File: src/rtl/mips_pkg.sv
// Shared MIPS definitions: opcode constants, instruction field positions and
// the payload carried from fetch to decode.
package mips_pkg;

  localparam int DATA_W = 32;

  localparam logic [5:0] OP_RTYPE = 6'h00;
  localparam logic [5:0] OP_ANDI  = 6'h0C;
  localparam logic [5:0] OP_ORI   = 6'h0D;
  localparam logic [5:0] OP_XORI  = 6'h0E;

  localparam int OPCODE_HI = 31;
  localparam int OPCODE_LO = 26;
  localparam int RS_HI     = 25;
  localparam int RS_LO     = 21;
  localparam int RT_HI     = 20;
  localparam int RT_LO     = 16;
  localparam int RD_HI     = 15;
  localparam int RD_LO     = 11;
  localparam int SHAMT_HI  = 10;
  localparam int SHAMT_LO  = 6;
  localparam int FUNCT_HI  = 5;
  localparam int FUNCT_LO  = 0;
  localparam int IMM_HI    = 15;
  localparam int IMM_LO    = 0;
  localparam int TARGET_HI = 25;
  localparam int TARGET_LO = 0;

  typedef struct packed {
    logic [DATA_W-1:0] instr;
    logic [DATA_W-1:0] pc_plus4;
  } if_id_t;

  // Occupancy of the two-slot skid register, exposed for observation.
  typedef enum logic [1:0] {
    SKID_EMPTY = 2'd0,
    SKID_ONE   = 2'd1,
    SKID_FULL  = 2'd2
  } skid_state_e;

  // Logical immediates are zero-extended; everything else sign-extends.
  function automatic logic is_zero_ext_op(input logic [5:0] op);
    return (op == OP_ANDI) || (op == OP_ORI) || (op == OP_XORI);
  endfunction

endpackage

File: src/rtl/if_id_stage_if.sv
// Fetch-side and decode-side signals of the IF/ID stage. The stage uses the
// slave modport; the surrounding fetch/decode environment uses master.
interface if_id_stage_if #(
  parameter int DATA_W = 32
);
  // Handshake: a transfer happens on a rising edge where valid && ready are
  // both high; valid must not depend on ready, and ready never depends
  // combinationally on the downstream ready.
  logic              in_valid;
  logic              in_ready;
  logic [DATA_W-1:0] in_instr;
  logic [DATA_W-1:0] in_pc;
  logic              flush;
  logic              out_valid;
  logic              out_ready;
  logic [DATA_W-1:0] pc_plus4;
  logic [5:0]        opcode;
  logic [4:0]        rs;
  logic [4:0]        rt;
  logic [4:0]        rd;
  logic [4:0]        shamt;
  logic [5:0]        funct;
  logic [15:0]       immediate;
  logic [25:0]       target;
  logic              zero_ext;
  logic              is_rtype;
  mips_pkg::skid_state_e dbg_state;

  modport master (
    output in_valid, in_instr, in_pc, flush, out_ready,
    input  in_ready, out_valid, pc_plus4, opcode, rs, rt, rd, shamt, funct,
           immediate, target, zero_ext, is_rtype, dbg_state
  );

  modport slave (
    input  in_valid, in_instr, in_pc, flush, out_ready,
    output in_ready, out_valid, pc_plus4, opcode, rs, rt, rd, shamt, funct,
           immediate, target, zero_ext, is_rtype, dbg_state
  );
endinterface

File: src/rtl/if_id_skid.sv
// Two-slot valid/ready register: a main slot that drives the outputs and a
// skid slot that absorbs one extra item so the upstream ready can be registered.
module if_id_skid
  import mips_pkg::*;
(
  input  logic        clk,
  input  logic        rst_n,
  input  logic        flush,
  input  logic        in_valid,
  output logic        in_ready,
  input  if_id_t      in_data,
  output logic        out_valid,
  input  logic        out_ready,
  output if_id_t      out_data,
  output skid_state_e state
);

  logic   main_valid_q, main_valid_d;
  logic   skid_valid_q, skid_valid_d;
  if_id_t main_q, main_d;
  if_id_t skid_q, skid_d;

  logic accept;
  logic consume;

  assign in_ready  = !skid_valid_q;
  assign accept    = in_valid && in_ready && !flush;
  assign consume   = main_valid_q && out_ready;
  assign out_valid = main_valid_q;
  assign out_data  = main_q;

  always_comb begin
    main_valid_d = main_valid_q;
    skid_valid_d = skid_valid_q;
    main_d       = main_q;
    skid_d       = skid_q;
    if (flush) begin
      // Data registers keep their contents; only the valid bits are dropped.
      main_valid_d = 1'b0;
      skid_valid_d = 1'b0;
    end else if (!main_valid_q || consume) begin
      if (skid_valid_q) begin
        main_d       = skid_q;
        main_valid_d = 1'b1;
        skid_valid_d = 1'b0;
        if (accept) begin
          skid_d       = in_data;
          skid_valid_d = 1'b1;
        end
      end else if (accept) begin
        main_d       = in_data;
        main_valid_d = 1'b1;
      end else begin
        main_valid_d = 1'b0;
      end
    end else if (accept) begin
      skid_d       = in_data;
      skid_valid_d = 1'b1;
    end
  end

  always_ff @(posedge clk or negedge rst_n) begin
    if (!rst_n) begin
      main_valid_q <= 1'b0;
      skid_valid_q <= 1'b0;
      main_q       <= '0;
      skid_q       <= '0;
    end else begin
      main_valid_q <= main_valid_d;
      skid_valid_q <= skid_valid_d;
      main_q       <= main_d;
      skid_q       <= skid_d;
    end
  end

  always_comb begin
    state = SKID_EMPTY;
    if (skid_valid_q)      state = SKID_FULL;
    else if (main_valid_q) state = SKID_ONE;
  end

endmodule

File: src/rtl/if_id_stage.sv
// IF/ID pipeline register: captures instruction and PC+4 through a skid
// register, then slices the held instruction into MIPS fields.
module if_id_stage
  import mips_pkg::*;
#(
  parameter int DATA_W = mips_pkg::DATA_W
) (
  input  logic         clk,
  input  logic         rst_n,
  if_id_stage_if.slave bus
);

  if_id_t            in_data;
  if_id_t            main_data;
  logic [DATA_W-1:0] instr;
  logic              main_valid;

  // PC+4 is computed once at capture so the held value never changes.
  assign in_data.instr    = bus.in_instr;
  assign in_data.pc_plus4 = bus.in_pc + DATA_W'(4);

  if_id_skid u_skid (
    .clk       (clk),
    .rst_n     (rst_n),
    .flush     (bus.flush),
    .in_valid  (bus.in_valid),
    .in_ready  (bus.in_ready),
    .in_data   (in_data),
    .out_valid (main_valid),
    .out_ready (bus.out_ready),
    .out_data  (main_data),
    .state     (bus.dbg_state)
  );

  assign instr         = main_data.instr;
  assign bus.out_valid = main_valid;
  assign bus.pc_plus4  = main_data.pc_plus4;
  assign bus.opcode    = instr[OPCODE_HI:OPCODE_LO];
  assign bus.rs        = instr[RS_HI:RS_LO];
  assign bus.rt        = instr[RT_HI:RT_LO];
  assign bus.rd        = instr[RD_HI:RD_LO];
  assign bus.shamt     = instr[SHAMT_HI:SHAMT_LO];
  assign bus.funct     = instr[FUNCT_HI:FUNCT_LO];
  assign bus.immediate = instr[IMM_HI:IMM_LO];
  assign bus.target    = instr[TARGET_HI:TARGET_LO];
  assign bus.zero_ext  = is_zero_ext_op(instr[OPCODE_HI:OPCODE_LO]);
  assign bus.is_rtype  = (instr[OPCODE_HI:OPCODE_LO] == OP_RTYPE);

endmodule

File: src/flat_wrapper.sv
// flat-port wrapper written by rule: the top's interface ports become plain ports
module if_id_stage_flat import mips_pkg::*;
#(
  parameter int DATA_W = mips_pkg::DATA_W
)
  (clk, rst_n, bus_in_valid, bus_in_instr, bus_in_pc, bus_flush, bus_out_ready, bus_in_ready, bus_out_valid, bus_pc_plus4, bus_opcode, bus_rs, bus_rt, bus_rd, bus_shamt, bus_funct, bus_immediate, bus_target, bus_zero_ext, bus_is_rtype, bus_dbg_state);
  if_id_stage_if #(.DATA_W(DATA_W)) bus_i ();
  input  logic clk;
  input  logic rst_n;
  input wire logic [$bits(bus_i.in_valid)-1:0] bus_in_valid;
  input wire logic [$bits(bus_i.in_instr)-1:0] bus_in_instr;
  input wire logic [$bits(bus_i.in_pc)-1:0] bus_in_pc;
  input wire logic [$bits(bus_i.flush)-1:0] bus_flush;
  input wire logic [$bits(bus_i.out_ready)-1:0] bus_out_ready;
  output wire logic [$bits(bus_i.in_ready)-1:0] bus_in_ready;
  output wire logic [$bits(bus_i.out_valid)-1:0] bus_out_valid;
  output wire logic [$bits(bus_i.pc_plus4)-1:0] bus_pc_plus4;
  output wire logic [$bits(bus_i.opcode)-1:0] bus_opcode;
  output wire logic [$bits(bus_i.rs)-1:0] bus_rs;
  output wire logic [$bits(bus_i.rt)-1:0] bus_rt;
  output wire logic [$bits(bus_i.rd)-1:0] bus_rd;
  output wire logic [$bits(bus_i.shamt)-1:0] bus_shamt;
  output wire logic [$bits(bus_i.funct)-1:0] bus_funct;
  output wire logic [$bits(bus_i.immediate)-1:0] bus_immediate;
  output wire logic [$bits(bus_i.target)-1:0] bus_target;
  output wire logic [$bits(bus_i.zero_ext)-1:0] bus_zero_ext;
  output wire logic [$bits(bus_i.is_rtype)-1:0] bus_is_rtype;
  output wire logic [$bits(bus_i.dbg_state)-1:0] bus_dbg_state;
  assign bus_i.in_valid = bus_in_valid;
  assign bus_i.in_instr = bus_in_instr;
  assign bus_i.in_pc = bus_in_pc;
  assign bus_i.flush = bus_flush;
  assign bus_i.out_ready = bus_out_ready;
  assign bus_in_ready = bus_i.in_ready;
  assign bus_out_valid = bus_i.out_valid;
  assign bus_pc_plus4 = bus_i.pc_plus4;
  assign bus_opcode = bus_i.opcode;
  assign bus_rs = bus_i.rs;
  assign bus_rt = bus_i.rt;
  assign bus_rd = bus_i.rd;
  assign bus_shamt = bus_i.shamt;
  assign bus_funct = bus_i.funct;
  assign bus_immediate = bus_i.immediate;
  assign bus_target = bus_i.target;
  assign bus_zero_ext = bus_i.zero_ext;
  assign bus_is_rtype = bus_i.is_rtype;
  assign bus_dbg_state = bus_i.dbg_state;
  if_id_stage #(.DATA_W(DATA_W)) u_core (.clk(clk), .rst_n(rst_n), .bus(bus_i));
endmodule
File: config.mk
export PLATFORM = sky130hd
export DESIGN_NAME = if_id_stage_flat
export DESIGN_NICKNAME = d
export VERILOG_FILES = /design/src/rtl/mips_pkg.sv /design/src/rtl/if_id_stage_if.sv /design/src/rtl/if_id_skid.sv /design/src/rtl/if_id_stage.sv /design/src/flat_wrapper.sv
export SDC_FILE = /design/constraint.sdc
export NUM_CORES = 1
export LEC_CHECK = 0
export ABC_AREA = 1
export BUFFER_PORTS_ARGS = -buffer_cell sky130_fd_sc_hd__buf_2
export CORE_MARGIN = 3
export CORE_UTILIZATION = 50
export CTS_BUF_LIST = sky130_fd_sc_hd__clkbuf_4 sky130_fd_sc_hd__clkbuf_8
export CTS_CLUSTER_DIAMETER = 120
export CTS_CLUSTER_SIZE = 28
export DETAILED_ROUTE_END_ITERATION = 8
export PLACE_DENSITY_LB_ADDON = 0.25
export SETUP_SLACK_MARGIN = 0.2
export SLEW_MARGIN = 5
export SYNTH_ARGS = -nofsm -noshare
export SYNTH_HDL_FRONTEND = slang
export SYNTH_SLANG_ARGS = --single-unit
File: constraint.sdc
create_clock -name clk -period 1.3 [get_ports clk]
set_input_delay 0.26 -clock clk [delete_from_list [all_inputs] [get_ports clk]]
set_output_delay 0.26 -clock clk [all_outputs]
set_load 0.02 [all_outputs]
==> results, run 1 <==
- Summed over all instances, the cell type with the most area after synthesis is sky130_fd_sc_hd__dfrtp_1.
- Pin placement for this block handled 181 I/O pins.
- The total nets after synthesis is 953.
- The CTS H-tree depth is 4.
- The pin count of the biggest net entering global routing is 76.
- The number of buffers on the longest clock path is 2.
- For this run, asynchronously set or reset flops after synthesis account for 100%.
- The mapped cell area is 6780 µm².
- The clock net in this run drives a total of 130 sinks.
- The total grt overflow is 6.
- The number of buffers inserted by port buffering is 180.
- The prevailing post-synth register cell is sky130_fd_sc_hd__dfrtp_1.
- By area the synthesized netlist is led by sky130_fd_sc_hd__dfrtp_1 (48%), sky130_fd_sc_hd__nand2_1 (15%), sky130_fd_sc_hd__o21ai_0 (8.6%).
- The flow did not finish.
- Clock tree synthesis selected as its root buffer the cell sky130_fd_sc_hd__clkbuf_8.
- The initial utilization of the core area, before any placement, comes to 52.4%.
- The wire-length estimate of the detail-placed layout is 11800 µm.
- The initialized floorplan defines 41 standard-cell rows.
- The mean post-synth cell area is 7.67 µm².
- From left edge to right edge, the die measures 122 µm.
- The number of synthesized register bits is 130.
- The worst endpoint after global-route timing repair is bus_zero_ext.
- The fraction of synthesized cell area taken by the top area cell type is 48.0%.
- The sequential share of the synthesized area is 48.0%.
- Yosys printed 0 warnings.
- Yosys instantiated no cell more often than sky130_fd_sc_hd__nand2_1.
- After the last repair the worst path ends at a top-level output.
- The flow stopped in global routing (5_1_grt).
- The number of enable flip-flop cells after synthesis is 0.
- The overall fraction of global-route tracks in use is 62.9%.
- The tool reported: "[ERROR GRT-0232] Routing congestion too high. Check the congestion heatmap in the GUI".
- The floorplan step set the die height to 122 µm.
- Sorting the synthesized cells by how often they occur yields sky130_fd_sc_hd__nand2_1 (276), sky130_fd_sc_hd__dfrtp_1 (130), sky130_fd_sc_hd__o21ai_0 (117).
- TritonCTS created 17 clock buffers.
- In the synthesized netlist, the number of instances is 883.
- The weighted congestion at the end of routability-driven global placement is 0.938.
- The worst setup slack after placement is -0.190 ns.
- The count of distinct cell types in the synthesized netlist is 32.
layer usage:
metal	GRT overflow	global-route usage, %
met5	0	6.25
met4	3	61.7
met3	0	39.2
met2	3	87.5
met1	0	62.1
logic make-up after synthesis:
kind of cell	synth area share, %
AO/OA/AOI/OAI	14.2
XOR/XNOR	0.905
adder cells (fa/ha/maj)	0.185
buffers and inverters	12.8
flip-flops	48.0
AND/OR/NAND/NOR	24.0
per-stage QoR:
stage	TNS (ns)	cell area [µm²]	instances
after CTS	-19.62	11500	1335
after detailed placement	-8.18	7970	1210
after global placement	-6.43	7970	1210
after floorplan	0	6900	883
what timing repair did:
action	4_1_cts
endpoints found under the setup margin	240
pin swaps	37
buffers inserted	56
resized for setup	553
hold buffers	1
hold endpoints to repair	130
gates cloned	38
==> inputs of run 2 (changes only) <==
Settings changed: CORE_UTILIZATION 50 to 35, CTS_BUF_LIST sky130_fd_sc_hd__clkbuf_4 sky130_fd_sc_hd__clkbuf_8 to unset, CTS_CLUSTER_DIAMETER 120 to unset, CTS_CLUSTER_SIZE 28 to unset, PLACE_DENSITY_LB_ADDON 0.25 to 0.15, SETUP_SLACK_MARGIN 0.2 to unset.
Clock period 1.3 ns to 1.7 ns, I/O delays scaled along.
==> results, run 2 <==
- The area fraction in and, or, nand and nor cells after synthesis is 24.0% (unchanged).
- The slowest stage of the critical path is the sky130_fd_sc_hd__dfrtp_1 cell.
- The library cells used most frequently in the layout, excluding fill and tap cells, are sky130_fd_sc_hd__nand2_1 (274), sky130_fd_sc_hd__buf_2 (176), sky130_fd_sc_hd__dfrtp_1 (129), sky130_fd_sc_hd__o21ai_0 (117), sky130_fd_sc_hd__inv_1 (81).
- Net switching is 31.1% of the power.
- Setup repair after global routing could not meet its margin everywhere.
- Of the cells placed in the final design, the portion with a size suffix greater than 1 is 25.9%.
- Top area cells in the synthesized netlist: sky130_fd_sc_hd__dfrtp_1 (48%), sky130_fd_sc_hd__nand2_1 (15%), sky130_fd_sc_hd__o21ai_0 (8.6%) (unchanged).
- The prevailing post-synth register cell is sky130_fd_sc_hd__dfrtp_1 (unchanged).
- The routed wire length is 17900 µm.
- The count of distinct cell types in the synthesized netlist is 32 (unchanged).
- The total clock sinks was 130 (unchanged).
- Walking the worst path, the cells encountered are a2111oi_4, buf_4.
- STA classifies the critical path endpoint as a primary output.
- The final route contains 5839 vias.
- 0 antenna diodes ended up in the layout.
- The root buffer cell is sky130_fd_sc_hd__clkbuf_16 (was sky130_fd_sc_hd__clkbuf_8).
- The initial standard-cell utilization of the core is 35.9% (was 52.4%).
- Once layout is done, the placed cells without fillers occupy 8430 µm².
- The library cell occupying the most area in the post-synthesis netlist was sky130_fd_sc_hd__dfrtp_1 (unchanged).
- Sequential cells account for 40.5% of the total power.
- The internal power of the cells totals 6980 µW.
- The peak clock frequency supported by timing is 591 MHz.
- The post-synthesis compound-gate area fraction came to 14.2% (unchanged).
- The first-iteration detailed-routing DRC count is 243.
- STA puts the critical path data required time at 1.36 ns.
- The initial antenna violation count was 0.
- The post-synthesis mux area share is 0% (unchanged).
- The number of synthesized register bits is 130 (unchanged).
- The design draws 10100 µW.
- The final net count is 1094.
- The worst setup path is launched from a flop.
- TritonCTS built the clock tree.
- The wire length of the first global-routing pass is 29400 µm.
- The hold violation count in the final report is 0.
- In this run the power spent charging and discharging nets is 3150 µW.
- The xor/xnor share of the synthesized area is 0.905% (unchanged).
- The worst min-delay path category is primary input to flop.
- In the routed design, unresolved DRC markers number 0.
- The via density per instance is 4.50.
- The area of the core region is 18900 µm².
- The final worst clock skew is 0.0103 ns.
- For the worst setup path, the data arrival time is 1.35 ns.
- The fraction of synthesized cell area taken by the top area cell type is 48.0% (unchanged).
- The clock share of power is 37.0%.
- Dividing the final minimum period by the clock period gives 99.6%.
- The longest individual stage delay on the worst path is 0.40 ns.
- The sequential share of the synthesized area came to 48.0% (unchanged).
- From synthesis to final layout, the design area changed by 24.5%.
- Entering global routing, the biggest net connects 61 pins.
- The total nets after synthesis is 953 (unchanged).
- The clock-pin slew reported for the worst setup and hold paths after clock tree synthesis is 0.06 ns.
- The number of standard cells after synthesis came to 883 (unchanged).
- Once detail routing completed, the nets flagged for antenna violations numbered 0.
- The detailed-routing iteration count for the pre-antenna-repair pass is 5.
- The power per unit of standard cell area is 1200 nW/µm².
- The cell area after placement is 7700 µm² (was 7970 µm²).
- The number of ports placed on the die boundary is 181 (unchanged).
- The kind of critical path is flop to primary output.
- After detailed routing, the average wire length per cell comes to 13.8 µm.
- VDD sags by at most 678 µV.
- The fraction of power consumed by combinational cells is 22.5%.
- The weighted congestion at the end of routability-driven global placement came to 0.913 (was 0.938).
- The placed wire-length estimate after detailed placement is 12700 µm (was 11800 µm).
- The max-cap check violation count is 0.
- The analysis attributes to cell leakage a power of 0.00451 µW.
- The commonest non-fill, non-tap cell in the layout is sky130_fd_sc_hd__nand2_1.
- The most frequent cell after synthesis is sky130_fd_sc_hd__nand2_1 (unchanged).
- The routed design could run at a clock period as short as 1.69 ns.
- The actual slew at the worst max-slew pin is 0.421 ns.
- The number of buffers created by CTS is 17 (unchanged).
- The number of enable flip-flop cells after synthesis was 0 (unchanged).
- The worst reg-to-reg setup slack is 0.19 ns.
- The mean post-synth cell area is 7.67 µm² (unchanged).
- Most frequent cells after synthesis: sky130_fd_sc_hd__nand2_1 (276), sky130_fd_sc_hd__dfrtp_1 (130), sky130_fd_sc_hd__o21ai_0 (117) (unchanged).
- The number of buffers inserted by port buffering was 180 (unchanged).
- The worst pin sits at a relative slew slack of 71.9%.
- The CTS H-tree depth was 4 (unchanged).
- The overall fraction of global-route tracks in use is 17.2%.
- The total number of placement rows is 50 (was 41).
- The number of max-slew violations in the final report is 0.
- The number of global-route vias before repair is 5506.
- The warning count from the yosys run is 0 (unchanged).
- The count of endpoints failing setup in the final report is 0.
- Outcome: completed (was aborted with a tool error).
- The async set-or-reset flop fraction in the synthesized netlist came to 100% (unchanged).
- The combinational family with the most area after synthesis is simple AND/OR/NAND/NOR gates (unchanged).
- The mapped cell area is 6780 µm² (unchanged).
- The clock latency at the later pin of the worst-skew pair is 0.41 ns.
- The adder and majority gate portion of the synthesized area is 0.185% (unchanged).
- The die width is 145 µm (was 122 µm).
- The area of the die is 21100 µm².
- The maximum fanout along the worst path is 2.
- The number of buffers on the longest clock path was 2 (unchanged).
- The total grt overflow is 0.
- The height of the die is 145 µm (was 122 µm).
## run 2: cell counts after synthesis
Identical to the previous run, type by type.
## run 2: what timing repair did
| action | CTS | global route |
|---|---|---|
| gates resized for setup | 4 | 8 |
| hold endpoints to repair | 38 | 0 |
| hold buffers | 1 | 0 |
| buffers inserted | 6 | 1 |
| gates cloned | 1 | 0 |
| endpoints found under the setup margin | 3 | 7 |
| pin swaps | 1 | 0 |
## run 2: final timing paths
check	start	to	cells after the start
worst max-delay path	u_core.u_skid.out_data[59]$_DFFE_PN0P_	bus_zero_ext	2
worst min-delay path	bus_flush	u_core.u_skid.out_valid$_DFFE_PN0P_	2
worst max register to register	u_core.u_skid.skid_valid_q$_DFFE_PN0P_	u_core.u_skid.out_data[9]$_DFFE_PN0P_	8
worst min register to register	u_core.u_skid.out_data[25]$_DFFE_PN0P_	u_core.u_skid.out_data[25]$_DFFE_PN0P_	2
max in group asynchronous	rst_n	u_core.u_skid.out_data[42]$_DFFE_PN0P_	3
min in group asynchronous	rst_n	u_core.u_skid.skid_q[32]$_DFFE_PN0P_	2
## run 2: per-layer routing
layer,GRT usage [%],wire length (µm),up-vias
met5,0,0,-
met4,5.75,262,0
met3,3.40,728,22
met2,26.4,8020,153
met1,24.5,8900,2623
li1,-,-,3041
## run 2: area by class of cell
cell class,count,area [µm²]
Clock inverter,9,129
Timing Repair Buffer,205,1220
Multi-Input combinational cell,581,2690
Inverter,89,338
Fill cell,1973,10500
Tap cell,260,325
Clock buffer,23,478
Sequential cell,130,3250
## run 2: kinds of logic (layout without fill, tap and decap cells)
logic type,after synthesis,after routing
xor+xnor,7,7
flops,130,130
buf+inv,172,326
fa+ha+maj,1,1
simple gates,393,393
compound gates,180,180
## run 2: stage by stage
stage / std cells / setup TNS, ns / hold slack [ns] / utilization [%] / worst slack (ns)
after global placement: 1256 / 0 / 0.293 / 40.8 / 0.0600
after global routing: 1297 / -0.0639 / 0.180 / 44.6 / -0.0415
final: 1297 / 0 / 0.195 / 44.6 / 0.00677
after CTS: 1296 / -0.0536 / 0.166 / 44.5 / -0.0390
after detailed placement: 1256 / 0 / 0.288 / 40.8 / 0.0484
after floorplan: 883 / 0 / 0.0444 / - / 0.218
## run 2: worst max-delay path: cells and delay by family (launching register included)
family	cells	cell delay [ns]
AO/OA/AOI/OAI	1	0.34
buffers and inverters	1	0.19
flip-flops	1	0.40
## run 2: power by group through the flow
stage / logic (µW) / clock network, µW / registers (µW)
global placement: 2240 / 0 / 4140
detailed placement: 2260 / 0 / 4160
finish: 2280 / 3750 / 4100
floorplan: 1300 / 0 / 4440
CTS: 2310 / 3860 / 4100
global route: 2550 / 4010 / 4200
No activity file was read; power rests on OpenSTA's default activity.
